===== config.mk =====
export PLATFORM = sky130hd
export DESIGN_NAME = pps_capture_flat
export DESIGN_NICKNAME = d
export VERILOG_FILES = /design/src/rtl/pps_capture_pkg.sv /design/src/rtl/pps_capture_if.sv /design/src/rtl/pps_ts_fifo.sv /design/src/rtl/pps_capture.sv /design/src/flat_wrapper.sv
export SDC_FILE = /design/constraint.sdc
export NUM_CORES = 1
export LEC_CHECK = 0
export CAP_MARGIN = 15
export CORE_AREA = 2 2 225 227
export DETAILED_ROUTE_END_ITERATION = 6
export DIE_AREA = 0 0 227 229
export PLACE_DENSITY = 0.64
export SLEW_MARGIN = 25
export SYNTH_ARGS = -nofsm -noshare
export SYNTH_HDL_FRONTEND = slang
export SYNTH_SLANG_ARGS = --single-unit

===== constraint.sdc =====
create_clock -name rtc_clk -period 14.1 [get_ports rtc_clk]
set_input_delay 1.41 -clock rtc_clk [delete_from_list [all_inputs] [get_ports rtc_clk]]
set_output_delay 1.41 -clock rtc_clk [all_outputs]
set_load 0.01 [all_outputs]

===== src/rtl/pps_capture_pkg.sv =====
// Shared constants, timestamp layout and latency-compensation arithmetic for the
// PPS capture path.
package pps_capture_pkg;

    localparam int SEC_W = 48;
    localparam int NS_W  = 32;
    localparam int TS_W  = SEC_W + NS_W;
    localparam int CYC_W = 28;
    localparam int CMP_W = 16;

    localparam logic [NS_W-1:0]  NS_PER_SEC = 32'd1_000_000_000;
    localparam logic [CYC_W-1:0] CYC_MAX    = '1;

    typedef struct packed {
        logic [SEC_W-1:0] sec;
        logic [NS_W-1:0]  ns;
    } ts_t;

    // Moves a timestamp back by cmp ns, borrowing one second when ns would underflow.
    function automatic ts_t compensate(input ts_t ts, input logic [CMP_W-1:0] cmp);
        ts_t             res;
        logic [NS_W-1:0] cmpNs;
        cmpNs = NS_W'(cmp);
        if (ts.ns >= cmpNs) begin
            res.sec = ts.sec;
            res.ns  = ts.ns - cmpNs;
        end else begin
            res.sec = ts.sec - SEC_W'(1);
            res.ns  = ts.ns + NS_PER_SEC - cmpNs;
        end
        return res;
    endfunction

endpackage


===== src/rtl/pps_capture_if.sv =====
// Control/status bundle between the PPS capture block (slave) and the RTC
// register block (master).
interface pps_capture_if #(
    parameter int FIFO_DEPTH = 4
);
    import pps_capture_pkg::*;

    localparam int CNT_W = $clog2(FIFO_DEPTH) + 1;

    logic              pps_i;
    logic [TS_W-1:0]   rtc_std_i;
    logic              enable_i;
    logic [CMP_W-1:0]  cmp_ns_i;
    logic              pop_i;
    logic              clr_i;
    logic              edge_o;
    logic [TS_W-1:0]   ts_o;
    logic              ts_valid_o;
    logic [CNT_W-1:0]  fifo_cnt_o;
    logic              ovf_o;
    logic [CYC_W-1:0]  period_o;
    logic              los_o;

    modport slave (
        input  pps_i, rtc_std_i, enable_i, cmp_ns_i, pop_i, clr_i,
        output edge_o, ts_o, ts_valid_o, fifo_cnt_o, ovf_o, period_o, los_o
    );

    modport master (
        output pps_i, rtc_std_i, enable_i, cmp_ns_i, pop_i, clr_i,
        input  edge_o, ts_o, ts_valid_o, fifo_cnt_o, ovf_o, period_o, los_o
    );

endinterface


===== src/rtl/pps_ts_fifo.sv =====
// Synchronous timestamp FIFO with occupancy count; a push into a full FIFO is
// only accepted when a pop frees a slot in the same cycle.
module pps_ts_fifo #(
    parameter int DEPTH = 4,
    parameter int WIDTH = 80
) (
    input  logic                       clk,
    input  logic                       rst,
    input  logic                       i_clr,
    input  logic                       i_push,
    input  logic [WIDTH-1:0]           i_data,
    input  logic                       i_pop,
    output logic [WIDTH-1:0]           o_data,
    output logic [$clog2(DEPTH):0]     o_count,
    output logic                       o_full,
    output logic                       o_empty
);

    localparam int AW = $clog2(DEPTH);
    localparam int CW = AW + 1;

    logic [WIDTH-1:0] r_mem [DEPTH];
    logic [AW-1:0]    r_wrPtr;
    logic [AW-1:0]    r_rdPtr;
    logic [CW-1:0]    r_count;
    logic             w_doPush;
    logic             w_doPop;

    assign o_full   = (r_count == CW'(DEPTH));
    assign o_empty  = (r_count == '0);
    assign w_doPop  = i_pop & ~o_empty;
    assign w_doPush = i_push & (~o_full | w_doPop);

    always_ff @(posedge clk or posedge rst) begin
        if (rst) begin
            r_wrPtr <= '0;
            r_rdPtr <= '0;
            r_count <= '0;
        end else if (i_clr) begin
            r_wrPtr <= '0;
            r_rdPtr <= '0;
            r_count <= '0;
        end else begin
            if (w_doPush) r_wrPtr <= r_wrPtr + AW'(1);
            if (w_doPop)  r_rdPtr <= r_rdPtr + AW'(1);
            if (w_doPush && !w_doPop)      r_count <= r_count + CW'(1);
            else if (w_doPop && !w_doPush) r_count <= r_count - CW'(1);
        end
    end

    // Storage carries no reset; the head output is masked while empty instead.
    always_ff @(posedge clk) begin
        if (w_doPush && !i_clr) r_mem[r_wrPtr] <= i_data;
    end

    assign o_data  = o_empty ? '0 : r_mem[r_rdPtr];
    assign o_count = r_count;

endmodule


===== src/rtl/pps_capture.sv =====
// 1PPS input capture: synchronises pps_i, qualifies rising edges, measures the
// pulse period, flags loss of signal and queues compensated RTC timestamps.
module pps_capture
    import pps_capture_pkg::*;
#(
    parameter int               FIFO_DEPTH  = 4,
    parameter logic [CYC_W-1:0] MIN_CYC     = 28'd1_000_000,
    parameter logic [CYC_W-1:0] TIMEOUT_CYC = 28'd234_375_000
) (
    input  logic          rtc_clk,
    input  logic          rst,
    pps_capture_if.slave  bus
);

    localparam int CNT_W = $clog2(FIFO_DEPTH) + 1;

    logic             r_s1, r_s2, r_s3;
    logic             r_edge;
    logic             r_first;
    logic [CYC_W-1:0] r_cycCnt;
    logic [CYC_W-1:0] r_period;
    logic             r_los;
    ts_t              r_comp;
    logic             r_pushPend;
    logic             r_ovf;
    logic             w_rise;
    logic             w_accept;
    logic [TS_W-1:0]  w_head;
    logic [CNT_W-1:0] w_count;
    logic             w_full;
    logic             w_empty;

    assign w_rise   = r_s2 & ~r_s3;
    assign w_accept = w_rise & bus.enable_i & (r_first | (r_cycCnt >= MIN_CYC));

    always_ff @(posedge rtc_clk or posedge rst) begin
        if (rst) begin
            r_s1 <= 1'b0;
            r_s2 <= 1'b0;
            r_s3 <= 1'b0;
        end else begin
            r_s1 <= bus.pps_i;
            r_s2 <= r_s1;
            r_s3 <= r_s2;
        end
    end

    // r_first stays set until the first accepted edge, so no period is reported from reset.
    always_ff @(posedge rtc_clk or posedge rst) begin
        if (rst) begin
            r_edge   <= 1'b0;
            r_first  <= 1'b1;
            r_cycCnt <= '0;
            r_period <= '0;
            r_los    <= 1'b0;
        end else begin
            r_edge <= w_accept;

            if (!bus.enable_i) r_first <= 1'b1;
            else if (r_edge)   r_first <= 1'b0;

            if (bus.clr_i || !bus.enable_i) r_cycCnt <= '0;
            else if (r_edge)                r_cycCnt <= CYC_W'(1);
            else if (r_cycCnt != CYC_MAX)   r_cycCnt <= r_cycCnt + CYC_W'(1);

            if (bus.clr_i) begin
                r_period <= '0;
                r_los    <= 1'b0;
            end else if (r_edge) begin
                if (!r_first) r_period <= r_cycCnt;
                r_los <= 1'b0;
            end else if (r_cycCnt == TIMEOUT_CYC) begin
                r_los <= 1'b1;
            end
        end
    end

    // Timestamp is compensated in the edge cycle and pushed one cycle later.
    always_ff @(posedge rtc_clk or posedge rst) begin
        if (rst) begin
            r_comp     <= '0;
            r_pushPend <= 1'b0;
            r_ovf      <= 1'b0;
        end else begin
            r_pushPend <= r_edge;
            if (r_edge) r_comp <= compensate(bus.rtc_std_i, bus.cmp_ns_i);
            if (bus.clr_i)                                r_ovf <= 1'b0;
            else if (r_pushPend && w_full && !bus.pop_i)  r_ovf <= 1'b1;
        end
    end

    pps_ts_fifo #(
        .DEPTH (FIFO_DEPTH),
        .WIDTH (TS_W)
    ) u_fifo (
        .clk     (rtc_clk),
        .rst     (rst),
        .i_clr   (bus.clr_i),
        .i_push  (r_pushPend),
        .i_data  (r_comp),
        .i_pop   (bus.pop_i),
        .o_data  (w_head),
        .o_count (w_count),
        .o_full  (w_full),
        .o_empty (w_empty)
    );

    assign bus.edge_o     = r_edge;
    assign bus.ts_o       = w_head;
    assign bus.ts_valid_o = ~w_empty;
    assign bus.fifo_cnt_o = w_count;
    assign bus.ovf_o      = r_ovf;
    assign bus.period_o   = r_period;
    assign bus.los_o      = r_los;

endmodule

===== src/flat_wrapper.sv =====
// flat-port wrapper written by rule: the top's interface ports become plain ports
module pps_capture_flat import pps_capture_pkg::*;
#(
    parameter int               FIFO_DEPTH  = 4,
    parameter logic [CYC_W-1:0] MIN_CYC     = 28'd1_000_000,
    parameter logic [CYC_W-1:0] TIMEOUT_CYC = 28'd234_375_000
)
  (rtc_clk, rst, bus_pps_i, bus_rtc_std_i, bus_enable_i, bus_cmp_ns_i, bus_pop_i, bus_clr_i, bus_edge_o, bus_ts_o, bus_ts_valid_o, bus_fifo_cnt_o, bus_ovf_o, bus_period_o, bus_los_o);
  pps_capture_if #(.FIFO_DEPTH(FIFO_DEPTH)) bus_i ();
  input  logic rtc_clk;
  input  logic rst;
  input wire logic [$bits(bus_i.pps_i)-1:0] bus_pps_i;
  input wire logic [$bits(bus_i.rtc_std_i)-1:0] bus_rtc_std_i;
  input wire logic [$bits(bus_i.enable_i)-1:0] bus_enable_i;
  input wire logic [$bits(bus_i.cmp_ns_i)-1:0] bus_cmp_ns_i;
  input wire logic [$bits(bus_i.pop_i)-1:0] bus_pop_i;
  input wire logic [$bits(bus_i.clr_i)-1:0] bus_clr_i;
  output wire logic [$bits(bus_i.edge_o)-1:0] bus_edge_o;
  output wire logic [$bits(bus_i.ts_o)-1:0] bus_ts_o;
  output wire logic [$bits(bus_i.ts_valid_o)-1:0] bus_ts_valid_o;
  output wire logic [$bits(bus_i.fifo_cnt_o)-1:0] bus_fifo_cnt_o;
  output wire logic [$bits(bus_i.ovf_o)-1:0] bus_ovf_o;
  output wire logic [$bits(bus_i.period_o)-1:0] bus_period_o;
  output wire logic [$bits(bus_i.los_o)-1:0] bus_los_o;
  assign bus_i.pps_i = bus_pps_i;
  assign bus_i.rtc_std_i = bus_rtc_std_i;
  assign bus_i.enable_i = bus_enable_i;
  assign bus_i.cmp_ns_i = bus_cmp_ns_i;
  assign bus_i.pop_i = bus_pop_i;
  assign bus_i.clr_i = bus_clr_i;
  assign bus_edge_o = bus_i.edge_o;
  assign bus_ts_o = bus_i.ts_o;
  assign bus_ts_valid_o = bus_i.ts_valid_o;
  assign bus_fifo_cnt_o = bus_i.fifo_cnt_o;
  assign bus_ovf_o = bus_i.ovf_o;
  assign bus_period_o = bus_i.period_o;
  assign bus_los_o = bus_i.los_o;
  pps_capture #(.FIFO_DEPTH(FIFO_DEPTH), .MIN_CYC(MIN_CYC), .TIMEOUT_CYC(TIMEOUT_CYC)) u_core (.rtc_clk(rtc_clk), .rst(rst), .bus(bus_i));
endmodule

Word-level counts from Yosys, hierarchy flattened. Memory sizes are Yosys's and may differ from the RTL's. Cells that the tools add are included.

Register bits: 151. RAM bits: 320. Input bits: 102. Output and inout bits: 115. Logic and storage cells: 86. Memories kept: 1.

$add $sub $neg: 9. Magnitude comparators: 2. Equality and inequality tests: 5. Muxes and demuxes: 24. Bitwise logic cells: 10. Reduce and logical (&&, ||, !) cells: 20.

Memory list: u_core.u_fifo.r_mem (words 4, width 80, rd ports 1, clocked after Yosys merged registers in 0, wr ports 1, RTL line pps_ts_fifo.sv:22) `logic [WIDTH-1:0] r_mem [DEPTH];`.

Operators with widths (number): $mux W28 (6); $mux W80 (2); $sub A32 B16 Y32 (2); $sub A48 B1 Y48 const B (1); $add A32 B30 Y32 const B (1); $ge A32 B16 Y1 (1); $add A28 B1 Y28 const B (1); $eq A28 B28 Y1 const B (1); $ge A28 B20 Y1 const B (1); $ne A28 B28 Y1 const B (1); $mux W1 (9); $mux W3 (3); $reduce_bool A3 Y1 (3); $mux W2 (4); $reduce_bool A2 Y1 (4); $and A1 B1 Y1 (5); $logic_and A1 B1 Y1 (5); $logic_not A1 Y1 (5); $add A2 B1 Y2 const B (2); $add A3 B1 Y3 const B (1); $eq A3 B3 Y1 const B (1); $logic_not A3 Y1 (1); $not A1 Y1 (3); $sub A3 B1 Y3 const B (1); other kinds (5) (6).

Logic depth before layout (Yosys ltp). Gate-level depths: netlist (run 1).

Depth in word-level cells: 10. Depth in mapped cells: 15. Depth with buffers taken out: 14.

Cells and area by module. From an unflattened synthesis (run 1), not the netlist that was laid out.

Cells, all modules: 1671. Area total of the unflattened synthesis: 22275.1 um^2.

By module, submodules not included: pps_ts_fifo (times used 1, cells an instance 570, area each 12654.6 um^2, seq. area each 9784.4 um^2); pps_capture (times used 1, cells an instance 1101, area each 9620.5 um^2, seq. area each 3604.7 um^2).

Worst setup path before layout (run 1). No wires, ideal clock.

Path type: input-to-reg. Start point: input port bus_cmp_ns_i[2]. End point: register u_core.r_comp[29] (netlist bit). Library setup time: 0.124 ns. Arrival: 4.407 ns. Data required time: 13.976 ns. Slack: 9.570 ns. Cell stages on the path: 13. Path buffers: 0. Cells stage by stage: inv_1 -> ha_1 -> inv_1 -> fa_1 -> nand2b_1 -> a211oi_1 -> o21ai_0 -> a2111oi_0 -> o21ai_1 -> a311oi_1 -> a31oi_1 -> mux2i_1 -> a211o_1.

Cells in the longest elaborated chain, start to end: 2. Elaborated cells on any way between the ends: 4. Classes of those cells: add/sub: 2; order compare: 1; mux: 1.

RTL lines: from (decl) (RTL line flat_wrapper.sv:15) `input wire logic [$bits(bus_i.cmp_ns_i)-1:0] bus_cmp_ns_i;`; $sub A32 B16 Y32, or another cell as far along (RTL line pps_capture_pkg.sv:29) `res.ns = ts.ns + NS_PER_SEC - cmpNs;`; $mux W80 (*) (RTL line pps_capture_pkg.sv:24) `if (ts.ns >= cmpNs) begin`; to (signal assigned) (RTL line pps_capture.sv:86) `if (r_edge) r_comp <= compensate(bus.rtc_std_i, bus.cmp_ns_i);`; to (decl) (RTL line pps_capture.sv:23) `ts_t r_comp;`.

Every way passes the cells marked *; elsewhere a longest branch is shown, timed or not. A chain may end at the register's enable or synchronous reset.

Final worst setup path (run 1). Same ends and word-level chain as after synthesis.

==> results of run 1 <==
[metal layers]
| layer | GRT usage (%) | share of wire, % |
|---|---|---|
| met3 | 2.86 | 5.0 |
| met1 | 27.6 | 44 |
| met2 | 33.7 | 49 |
| met5 | 0 | 0 |
| met4 | 4.76 | 1.6 |
[power by group]
part	total (uW)	switching, uW	internal, uW
Clock	1260	515	743
Combinational	644	317	327
Sequential	1670	75.5	1590
[final cells by class]
type | count | area [um^2]
multi-input cells | 1035 | 8240
clock buffers | 72 | 1400
well taps | 672 | 841
flip-flops and latches | 471 | 13400
diodes | 1 | 2.50
repair buffers | 232 | 2310
clock inverters | 18 | 175
inverters | 76 | 290
fillers | 4275 | 23000
[cell usage in the layout, fill, tap and decap left out, types with 43 or more instances in the layout]
cell,count
a21oi_1,83
and2_1,84
clkbuf_16,49
clkdlybuf4s50_1,216
dfrtp_1,147
edfxtp_1,320
ha_1,57
inv_1,75
mux4_2,80
nand2_1,74
nor2_1,147
o21ai_0,43
xnor2_1,59
xor2_1,52
[logic make-up after synthesis]
logic type / count (synthesis)
AND/OR/NAND/NOR: 522
flip-flops: 471
AO/OA/AOI/OAI: 236
buffers and inverters: 146
XOR/XNOR: 111
multiplexers: 96
adder cells (fa/ha/maj): 70
[cell usage after synthesis, types with 6 or more instances]
cell type	instances
a21oi_1	84
a22o_1	30
a31oi_1	16
and2_1	88
and3_1	18
buf_1	12
buf_2	7
clkbuf_1	51
dfrtp_1	150
edfxtp_1	320
fa_1	13
ha_1	57
inv_1	76
mux2_2	7
mux2i_1	9
mux4_2	80
nand2_1	74
nand2b_1	13
nand3_1	31
nand3b_1	8
nand4_1	14
nor2_1	147
nor2b_1	14
nor3_1	31
nor4_1	23
o211ai_1	6
o21ai_0	43
or3_1	17
or4_1	7
xnor2_1	59
xor2_1	52
[through the flow]
step	area [um^2]	total power, uW	hold WS (ns)	utilization (%)	worst slack [ns]
5_1_grt	26700	3730	0.381	53.7	8.46
3_3_place_gp	25000	2330	0.341	50.4	8.19
4_1_cts	26600	3610	0.358	53.6	8.76
6_report	26700	3570	0.356	53.7	8.80
2_1_floorplan	22100	2050	0.331	-	8.63
3_5_place_dp	25000	2350	0.341	50.4	8.19
[registers in the layout (all words and copies together), names as in the netlist]
signal                 cells
u_core.u_fifo.r_mem      320
u_core.r_comp             80
u_core.bus.period_o       28
u_core.r_cycCnt           28
u_core.u_fifo.o_count      3
u_core.u_fifo.r_rdPtr      2
u_core.u_fifo.r_wrPtr      2
u_core.bus.edge_o          1
u_core.bus.los_o           1
u_core.bus.ovf_o           1
u_core.r_first             1
u_core.r_pushPend          1
u_core.r_s1                1
u_core.r_s2                1
u_core.r_s3                1
[path summary, 6_finish.rpt]
path                                           startpoint                        endpoint  slack, ns
setup reg to reg           u_core.r_cycCnt[5]$_DFFE_PP0P_  u_core.r_cycCnt[4]$_DFFE_PP0P_      11.18
min in group asynchronous                             rst    u_core.bus.ovf_o$_DFFE_PP0P_       1.37
hold / removal                      u_core.r_s1$_DFF_PP0_           u_core.r_s2$_DFF_PP0_       0.36
setup / recovery                          bus_cmp_ns_i[2]   u_core.r_comp[29]$_DFFE_PP0P_       8.80
max in group asynchronous                             rst   u_core.r_comp[70]$_DFFE_PP0P_      11.50
hold reg to reg                     u_core.r_s1$_DFF_PP0_           u_core.r_s2$_DFF_PP0_       0.36
[worst register-to-register path, delay by kind of cell (launching register included)]
| kind | cells | cell delay [ns] |
|---|---|---|
| simple gates | 7 | 2.14 |
| flops | 1 | 0.47 |
| xor+xnor | 1 | 0.16 |
==> summary.md, run 1 <==
| Metric | Value |
|---|---|
| Syn_nets | `~1.8k` |
| Total vias in the final route | `14.0k` |
| Simple-gate share of the synthesized area | `12.5%` |
| Worst Tran Pin Value | `0.905 ns` |
| Dpl hpwl | `33.3 mm` |
| Drt first pass iters | `7` |
| Vias per std cell | `5.42` |
| GR Overflow Total | `0` |
| Core box area | `0.0497 mm^2` |
| #FFs+latches synth | `roughly 470` |
| CP arrival | `5.76 ns` |
| Largest family of logic cells by synthesized area | `simple AND/OR/NAND/NOR gates` |
| Clock Skew | `0.0169 ns` |
| CTS tree | `yes` |
| Synth Instances | `~1.7k` |
| R2R cell count | `8` |
| RSZ-0062 raised after global routing | `false` |
| Clock Sinks | `471` |
| Mux contribution to synthesized area | `8.90%` |
| Die area | `0.0520 mm^2` |
| Clock Pin Slew Worst Setup and Hold Paths | `0.06 ns` |
| Synth Warn # | `0` |
| Sequential cell area fraction in the yosys report | `60.5%` |
| Post-CTS resize count | `0` |
| Setup repair bufs after CTS | `0` |
| Synth Area in Adders | `4.39%` |
| ANT nets after route | `0` |
| Fmax achieved | `189 MHz` |
| Residual DRC | `0` |
| First-pass GRT wire length | `80.4 mm` |
| DR iter-0 viols | `around 1.1k` |
| WHS Path Cells | `0` |
| Largest net degree at the start of global routing | `92` |
| Number of enable flip-flop cells after synthesis | `between 300 and 400` |
| Status | `complete, no violations` |
| CP max stage cell | `a2111oi_0` |
| Top-area cell type share of the netlist area | `43.4%` |
| Post-Route WL | `51.4 mm` |
| Mapped Avg Cell Area | `approximately 13 um^2` |
| Chip Width | `between 200 and 250 um` |
| CP Capture Type | `register` |
| Synth area leaders | `edfxtp_1, dfrtp_1, mux4_2` |
| Placement Rows | `82` |
| Clock root buffer | `clkbuf_16` |
| WL/cell | `roughly 20 um` |
| GRT Total Usage | `20.1%` |
| H-tree Lvls | `2` |
| Top_reg_cell synth | `edfxtp_1` |
| Crit path launch type | `primary input` |
| Worst-path cell chain | `clkdlybuf4s50_1 -> inv_1 -> ha_1 -> inv_1 -> fa_1 -> nand2b_1 -> a211oi_1 -> o21ai_0 -> a2111oi_0 -> o21ai_1 -> a311oi_1 -> a31oi_1 -> mux2i_1 -> a211o_1` |
| Crit path buf inv count | `3` |
| Clock buffer depth | `3` |
| Max VDD drop | `0.0911 mV` |
| RD Place Congestion | `0.882` |
| Final Slew Violations | `0` |
| Nets | `2036` |
| Initial antenna violation count | `1` |
| Starting Density | `44.6%` |
| Most used cell, CP | `inv_1` |
| Critical Path RT | `~15 ns` |
| Fin. Hold Viols | `0` |
| CTS Buf Count | `48` |
| Delay-heaviest family, CP | `compound AO/OA/AOI/OAI gates` |
| Fraction of the mapped netlist area in compound gates | `6.86%` |
| Post-synth top area cell | `edfxtp_1` |
| Netlist Area Pre-Place | `between 0.02 and 0.025 mm^2` |
| Worst Path Class, Setup | `primary input to register` |
| CP max FO | `6` |
| IO buf count | `216` |
| Vias in the first global route | `14.2k` |
| Min cycle time layout | `5.30 ns` |
| Post-Synth XOR/XNOR Area | `4.39%` |
| Post-Layout Cell Count | `2577` |
| FFs w/ async S/R, synth | `32.1%` |
| Slew headroom | `39.7%` |
| DIE HEIGHT | `229 um` |
| Proportion of layout cells with a drive suffix above 1 | `11.0%` |
| Static Leak | `0.00949 uW` |
| Critical path depth | `14` |
| Max-Cap Viols | `0` |
| Dpl cells | `2485` |
| Power Density | `134 mW/mm^2` |
| I/O pin total | `217` |
| Fin Setup TNS | `0 ns` |
| Endpoints failing setup | `0` |
| Synth unique cells | `78` |
| Worst hold path class | `register to register` |
| Area delta synth->final | `20.4%` |
| Worst stage delay on the critical path | `0.72 ns` |
| Skew-Pair Late Insertion Delay | `just under 0.6 ns` |
| Tcrit/Tclk final | `37.6%` |
| Hold Buf Count CTS | `0` |
Note: power is estimated with default switching activity, not from simulation.
==> run 2: changes to the inputs <==
==> constraint.sdc (replaced) <==
create_clock -name rtc_clk -period 5.06 [get_ports rtc_clk]
set_input_delay 0.506 -clock rtc_clk [delete_from_list [all_inputs] [get_ports rtc_clk]]
set_output_delay 0.506 -clock rtc_clk [all_outputs]
set_load 0.01 [all_outputs]
==> run 2 against run 1 <==
  * Final area up 0.53%
  * Final cell count increased by 0.35%
  * Sequential cell count is the same
  * Non-clock buffer count increased by 10
  * Sequential power rose to 2.8 times the previous value
  * First-iteration DRC count is 12% higher
  * Sequential share of layout area is 0.27 points lower
==> summary.md, run 2 (synthesis gave the netlist of run 1 again) <==
| Metric | Value |
|---|---|
| Fmax achieved | `260 MHz` |
| Status | `complete, no violations` |
| DIE HEIGHT | `229 um (unchanged)` |
| Area delta synth->final | `21.0%` |
| Slew headroom | `32.4% (-7.3 points)` |
| Setup repair bufs after CTS | `0 (unchanged)` |
| Min cycle time layout | `3.85 ns` |
| Commonest non-fill, non-tap cell in the layout | `edfxtp_1` |
| Fin Setup TNS | `0 ns (unchanged)` |
| Worst Tran Pin Value | `1.01 ns (+0.106 ns)` |
| Max FFs per register | `320 (unchanged)` |
| CTS tree | `yes` |
| DR iter-0 viols | `1190 (+12%)` |
| RSZ-0062 raised after global routing | `false` |
| Post-CTS resize count | `0 (unchanged)` |
| Vias per std cell | `5.44 (+0.46%)` |
| WL/cell | `20.1 um (+0.75%)` |
| Clock Skew | `0.0255 ns (+0.00865 ns)` |
| Die area | `0.0520 mm^2 (unchanged)` |
| Top Registers | `u_core.u_fifo.r_mem x320, u_core.r_comp x80` |
| Clock root buffer | `clkbuf_16` |
| Net Sw Power | `2560 uW (+180%)` |
| Static Leak | `0.00955 uW (+0.60%)` |
| Max VDD drop | `0.207 mV (+130%)` |
| Tcrit/Tclk final | `76.1%` |
| Worst Setup Slack, final | `1.21 ns (-7.59 ns)` |
| Max-Cap Viols | `0 (unchanged)` |
| CP arrival | `4.32 ns (-1.44 ns)` |
| Worst stage delay on the critical path | `0.51 ns (-0.21 ns)` |
| First-pass GRT wire length | `80.9 mm (+0.62%)` |
| Pre-CTS setup slack | `0.651 ns (-7.54 ns)` |
| Clock buffer depth | `3 (unchanged)` |
| Clock Pin Slew Worst Setup and Hold Paths | `0.06 ns (about the same)` |
| Core box area | `0.0497 mm^2 (unchanged)` |
| GRT Total Usage | `20.2% (+0.14 points)` |
| Starting Density | `44.6% (unchanged)` |
| Placement Rows | `82 (unchanged)` |
| CP max FO | `6 (unchanged)` |
| Post-Route WL | `52.0 mm (+1.1%)` |
| ANT nets after route | `0 (unchanged)` |
| Largest net degree at the start of global routing | `94 (+2.2%)` |
| Chip Width | `227 um (unchanged)` |
| H-tree Lvls | `2 (unchanged)` |
| IO buf count | `216 (unchanged)` |
| Largest Register | `u_core.u_fifo.r_mem` |
| Proportion of layout cells with a drive suffix above 1 | `11.3% (+0.26 points)` |
| Nets | `2046 (+0.49%)` |
| Worst Path Class, Setup | `primary input to register` |
| Final instance area | `0.0268 mm^2 (+0.53%)` |
| Hold Buf Count CTS | `0 (unchanged)` |
| Vias in the first global route | `14.2k (+0.028%)` |
| Crit path buf inv count | `5 (+2)` |
| Drt first pass iters | `7 (unchanged)` |
| RD Place Congestion | `0.881 (-0.11%)` |
| GR Overflow Total | `0 (unchanged)` |
| Gate power share | `18.0% (about the same)` |
| Total vias in the final route | `14.1k (+0.81%)` |
| Worst-path cell chain | `clkdlybuf4s50_1 -> inv_1 -> ha_1 -> inv_1 -> fa_1 -> nand2b_1 -> a211oi_1 -> o21ai_0 -> a2111oi_0 -> buf_4 -> o21ai_1 -> a311oi_1 -> buf_4 -> a31oi_1 -> mux2i_1 -> a211o_1` |
| Most frequent cells in the layout | `edfxtp_1, clkdlybuf4s50_1, nor2_1, dfrtp_1, and2_1` |
| Clock Sinks | `471 (unchanged)` |
| Placed cell area | `0.0252 mm^2 (+0.55%)` |
| Skew-Pair Late Insertion Delay | `0.58 ns (about the same)` |
| CP max stage cell | `clkdlybuf4s50_1` |
| Sequential power share | `46.4% (-0.3 points)` |
| I/O pin total | `217 (unchanged)` |
| Fin. Hold Viols | `0 (unchanged)` |
| Final Slew Violations | `0 (unchanged)` |
| CP Capture Type | `register` |
| Initial antenna violation count | `0 (-1)` |
| CTS Buf Count | `48 (unchanged)` |
| Worst hold path class | `primary input to async pin` |
| Crit path launch type | `primary input` |
| Clock power frac | `35.6% (+0.4 points)` |
| Dpl hpwl | `34.5 mm (+3.3%)` |
| Endpoints failing setup | `0 (unchanged)` |
| Residual DRC | `0 (unchanged)` |
| Delay-heaviest family, CP | `compound AO/OA/AOI/OAI gates` |
| Power Density | `375 mW/mm^2 (+180%)` |
| WHS | `0.305 ns (-0.0513 ns)` |
| Critical Path RT | `5.52 ns (-9.04 ns)` |
| Pint | `7500 uW (+180%)` |
| Switch share | `25.4% (about the same)` |
run 2: changes by cell type in the layout (fill, tap and decap cells not counted), sizes merged:
cell / previous run / this run
buf: 16 / 26
bufinv: 3 / 5
clkbuf: 72 / 71
inv: 78 / 76
run 2: path summary, 6_finish.rpt:
check,from,to,slack (ns),cells past startpoint
min,rst,u_core.bus.ovf_o$_DFFE_PP0P_,0.31,2
min reg2reg,u_core.r_s1$_DFF_PP0_,u_core.r_s2$_DFF_PP0_,0.36,0
min in group rtc_clk,u_core.r_s1$_DFF_PP0_,u_core.r_s2$_DFF_PP0_,0.36,0
max reg2reg,u_core.r_cycCnt[5]$_DFFE_PP0P_,u_core.r_cycCnt[5]$_DFFE_PP0P_,1.86,9
max in group asynchronous,rst,u_core.r_comp[35]$_DFFE_PP0P_,3.59,4
max,bus_cmp_ns_i[2],u_core.r_comp[29]$_DFFE_PP0P_,1.21,16
run 2: power by group through the flow:
stage	Clock [uW]	Combinational, uW	Sequential [uW]
5_1_grt	3810	1970	4700
3_3_place_gp	0	1810	4720
2_1_floorplan	0	1070	4630
6_report	3580	1810	4670
4_1_cts	3670	1840	4670
3_5_place_dp	0	1830	4750
run 2: area by class of cell:
class | count | area [um^2]
fill | 4220 | 22900
inverter | 76 | 290
antenna | 1 | 2.50
sequential | 471 | 13400
tap | 672 | 841
clock buffer | 71 | 1380
clock inverter | 18 | 229
timing repair buffer | 242 | 2440
multi-input combinational | 1035 | 8220
run 2: metal layers:
layer / global-route usage (%) / part of all wire, %
met5: 0 / 0
met4: 4.39 / 1.7
met3: 3.22 / 4.9
met2: 32.7 / 48
met1: 29.0 / 46
run 2: through the flow:
| stage | power (uW) | util, % | instances |
|---|---|---|---|
| 6_report | 10100 | 54.0 | 2586 |
| 3_3_place_gp | 6540 | 50.7 | 2495 |
| 5_1_grt | 10500 | 54.0 | 2585 |
| 3_5_place_dp | 6580 | 50.7 | 2495 |
| 4_1_cts | 10200 | 53.9 | 2584 |
| 2_1_floorplan | 5700 | - | 1652 |
==> run 3: changes to the inputs <==
--- a/config.mk
+++ b/config.mk
@@ -9,7 +9,7 @@
 export CORE_AREA = 2 2 225 227
 export DETAILED_ROUTE_END_ITERATION = 6
 export DIE_AREA = 0 0 227 229
-export PLACE_DENSITY = 0.64
+export PLACE_DENSITY = 0.66
 export SLEW_MARGIN = 25
 export SYNTH_ARGS = -nofsm -noshare
 export SYNTH_HDL_FRONTEND = slang
==> constraint.sdc (replaced) <==
create_clock -name rtc_clk -period 3.37 [get_ports rtc_clk]
set_input_delay 0.337 -clock rtc_clk [delete_from_list [all_inputs] [get_ports rtc_clk]]
set_output_delay 0.337 -clock rtc_clk [all_outputs]
set_load 0.01 [all_outputs]
==> run 3 against run 2 <==
  * Clock-buffer cell count decreased by 7
  * Power grew 52%
  * First-iteration DRC count shrank 20%
  * Utilization is 3.2 points higher
  * Sequential cell count stayed put
  * Register-to-register slack got worse by 1.3 ns
  * Largest cell class unchanged
==> summary.md, run 3 (synthesis gave the netlist of run 1 again) <==
| Metric | Value |
|---|---|
| Status | `complete, no violations` |
| Switch share | `26.3% (+0.87 points)` |
| Hold_sp | `bus_pps_i` |
| Min cycle time layout | `3.23 ns` |
| WHS | `0.210 ns (-0.0948 ns)` |
| WL/cell | `19.6 um (-2.5%)` |
| IO buf count | `216 (unchanged)` |
| CTS Buf Count | `48 (unchanged)` |
| CP max FO | `5 (-1)` |
| CP arrival | `3.68 ns (-0.64 ns)` |
| Top Registers | `u_core.u_fifo.r_mem x320, u_core.r_comp x80` |
| I/O pin total | `217 (unchanged)` |
| Max FFs per register | `320 (unchanged)` |
| Worst setup path start | `bus_cmp_ns_i[0]` |
| Fmax achieved | `310 MHz` |
| Placed cell area | `0.0266 mm^2 (+5.7%)` |
| Commonest non-fill, non-tap cell in the layout | `edfxtp_1` |
| Delay-heaviest family, CP | `compound AO/OA/AOI/OAI gates` |
| Net Sw Power | `4020 uW (+57%)` |
| Worst Path Class, Setup | `primary input to register` |
| Multi-input logic area | `0.00836 mm^2 (+1.6%)` |
| H-tree Lvls | `2 (unchanged)` |
| CP max stage cell | `clkdlybuf4s50_1` |
| Largest Register | `u_core.u_fifo.r_mem` |
| Worst stage delay on the critical path | `0.47 ns (-0.04 ns)` |
| Clock power frac | `34.2% (-1.4 points)` |
| Chip Width | `227 um (unchanged)` |
| Proportion of layout cells with a drive suffix above 1 | `20.1% (+8.8 points)` |
| Area delta synth->final | `28.2%` |
| Power Density | `538 mW/mm^2 (+43%)` |
| Die area | `0.0520 mm^2 (unchanged)` |
| RD Place Congestion | `0.913 (+3.6%)` |
| Clock root buffer | `clkbuf_16` |
| Core box area | `0.0497 mm^2 (unchanged)` |
| Max VDD drop | `0.422 mV (+100%)` |
| Fillers | `4147 (-1.7%)` |
| Critical Path RT | `3.83 ns (-1.69 ns)` |
| Post-Route WL | `54.2 mm (+4.2%)` |
| ANT nets after route | `0 (unchanged)` |
| Worst r2r src | `u_core.bus.edge_o$_DFF_PP0_` |
| Power, Total | `15300 uW (+52%)` |
| Final Slew Violations | `0 (unchanged)` |
| GRT Total Usage | `21.0% (+0.79 points)` |
| First-pass GRT wire length | `84.4 mm (+4.4%)` |
| Most frequent cells in the layout | `edfxtp_1, clkdlybuf4s50_1, buf_4, nor2_1, dfrtp_1` |
| Clock Pin Slew Worst Setup and Hold Paths | `0.07 ns (about the same)` |
| Largest net degree at the start of global routing | `85 (-9.6%)` |
| Worst Tran Pin Value | `0.914 ns (-0.0968 ns)` |
| DR iter-0 viols | `955 (-20%)` |
| Max-Cap Viols | `0 (unchanged)` |
| Final Util | `57.2% (+3.2 points)` |
| Dpl hpwl | `38.0 mm (+10%)` |
| Dpl cells | `2663 (+6.7%)` |
| Skew-Pair Late Insertion Delay | `0.59 ns (about the same)` |
| Initial antenna violation count | `0 (unchanged)` |
| GR Overflow Total | `0 (unchanged)` |
| Crit path buf inv count | `4 (-1)` |
| Clock buffer depth | `3 (unchanged)` |
| Clock Skew | `0.0351 ns (+0.00954 ns)` |
| Endpoints failing setup | `0 (unchanged)` |
| Worst reg-to-reg setup slack | `0.60 ns (-1.26 ns)` |
| Total vias in the final route | `14.7k (+4.7%)` |
| Starting Density | `44.6% (unchanged)` |
| Hold Buf Count CTS | `0 (unchanged)` |
| DIE HEIGHT | `229 um (unchanged)` |
| Antenna Cells | `0 (-1)` |
| Nets | `2223 (+8.7%)` |
| Clock Sinks | `471 (unchanged)` |
| Pint | `11300 uW (+50%)` |
| Vias per std cell | `5.34 (-2.0%)` |
| CP Capture Type | `register` |
| Slew headroom | `39.1% (+6.6 points)` |
| Post-Layout Cell Count | `2763 (+6.8%)` |
| Placement Rows | `82 (unchanged)` |
| Fin. Hold Viols | `0 (unchanged)` |
| Worst hold path class | `primary input to register` |
| Sequential power share | `45.6% (-0.8 points)` |
| Gate power share | `20.2% (+2.2 points)` |
| Register area | `0.0134 mm^2 (unchanged)` |
| Worst-path cell chain | `clkdlybuf4s50_1 -> ha_1 -> inv_1 -> fa_1 -> a31oi_2 -> nand3_2 -> a311o_1 -> o21bai_4 -> nand3_2 -> buf_4 -> nor4_4 -> buf_4 -> nand3b_1 -> xor2_1 -> a21oi_1` |
| Tcrit/Tclk final | `95.8%` |
| Crit path launch type | `primary input` |
| Drt first pass iters | `5 (-2)` |
| Static Leak | `0.0105 uW (+9.8%)` |
| Final instance area | `0.0284 mm^2 (+5.9%)` |
| CTS tree | `yes` |
| Residual DRC | `0 (unchanged)` |
| Vias in the first global route | `15.1k (+6.6%)` |
## run 3: cell types whose count changed in the layout (fill, tap and decap cells not counted), sizes merged
| cell | before | now |
|---|---|---|
| buf | 26 | 203 |
| bufinv | 5 | 3 |
| clkbuf | 71 | 64 |
| clkdlybuf4s50 | 216 | 212 |
| clkinv | 12 | 13 |
| clkinvlp | 1 | 8 |
| diode | 1 | 0 |
| dlymetal6s2s | 0 | 4 |
| inv | 76 | 78 |
## run 3: worst paths after layout
path	cells past startpoint	end
max	15	u_core.r_comp[78]$_DFFE_PP0P_
min	1	u_core.r_s1$_DFF_PP0_
max reg2reg	9	u_core.r_cycCnt[21]$_DFFE_PP0P_
min reg2reg	0	u_core.r_s2$_DFF_PP0_
max in group asynchronous	3	u_core.u_fifo.r_rdPtr[1]$_DFFE_PP0P_
min in group asynchronous	2	u_core.r_comp[27]$_DFFE_PP0P_
## run 3: cell type report
type                       instances  share of cell area [%]
sequential                       471                    47.2
clock inverter                    26                   0.961
timing repair buffer             419                    13.9
multi-input combinational       1035                    29.4
clock buffer                      64                    4.55
tap                              672                    2.96
inverter                          76                    1.03
## run 3: worst reg2reg max path: stages (launching register included)
cell	delay, ns
dfrtp_4	0.60
or3b_2	0.53
nor4_1	0.48
a31oi_1	0.24
nor3b_1	0.25
nand2_1	0.12
nor2_1	0.10
nand2_1	0.11
xor2_1	0.17
nor2_1	0.05
## run 3: layer usage
| layer | wire length [um] | part of all wire, % | vias up | GRT usage [%] |
|---|---|---|---|---|
| met5 | 0 | 0 | - | 0 |
| met4 | 889 | 1.6 | 0 | 4.90 |
| met3 | 2590 | 4.8 | 63 | 3.27 |
| met2 | 26500 | 49 | 373 | 34.8 |
| met1 | 24200 | 45 | 7388 | 29.2 |
| li1 | - | - | 6922 | - |
## run 3: timing repair
action	in CTS	in global routing
pin swaps	1	16
setup buffers	0	10
resized for setup	6	31
endpoints found under the setup margin	6	49
## run 3: per-stage QoR
step,setup TNS (ns),worst slack (ns)
floorplan,0,0.0240
global placement,-25.39,-0.767
detailed placement,-28.82,-0.832
CTS,0,0.0100
global route,-0.0150,-0.00986
finish,0,0.142
## run 3: power by group through the flow
stage | clock [uW] | combinational, uW | sequential, uW
3_5_place_dp | 0 | 3010 | 7110
5_1_grt | 5560 | 3350 | 7010
4_1_cts | 5350 | 3030 | 6990
6_report | 5220 | 3090 | 6960
3_3_place_gp | 0 | 2990 | 7060
2_1_floorplan | 0 | 1610 | 6950
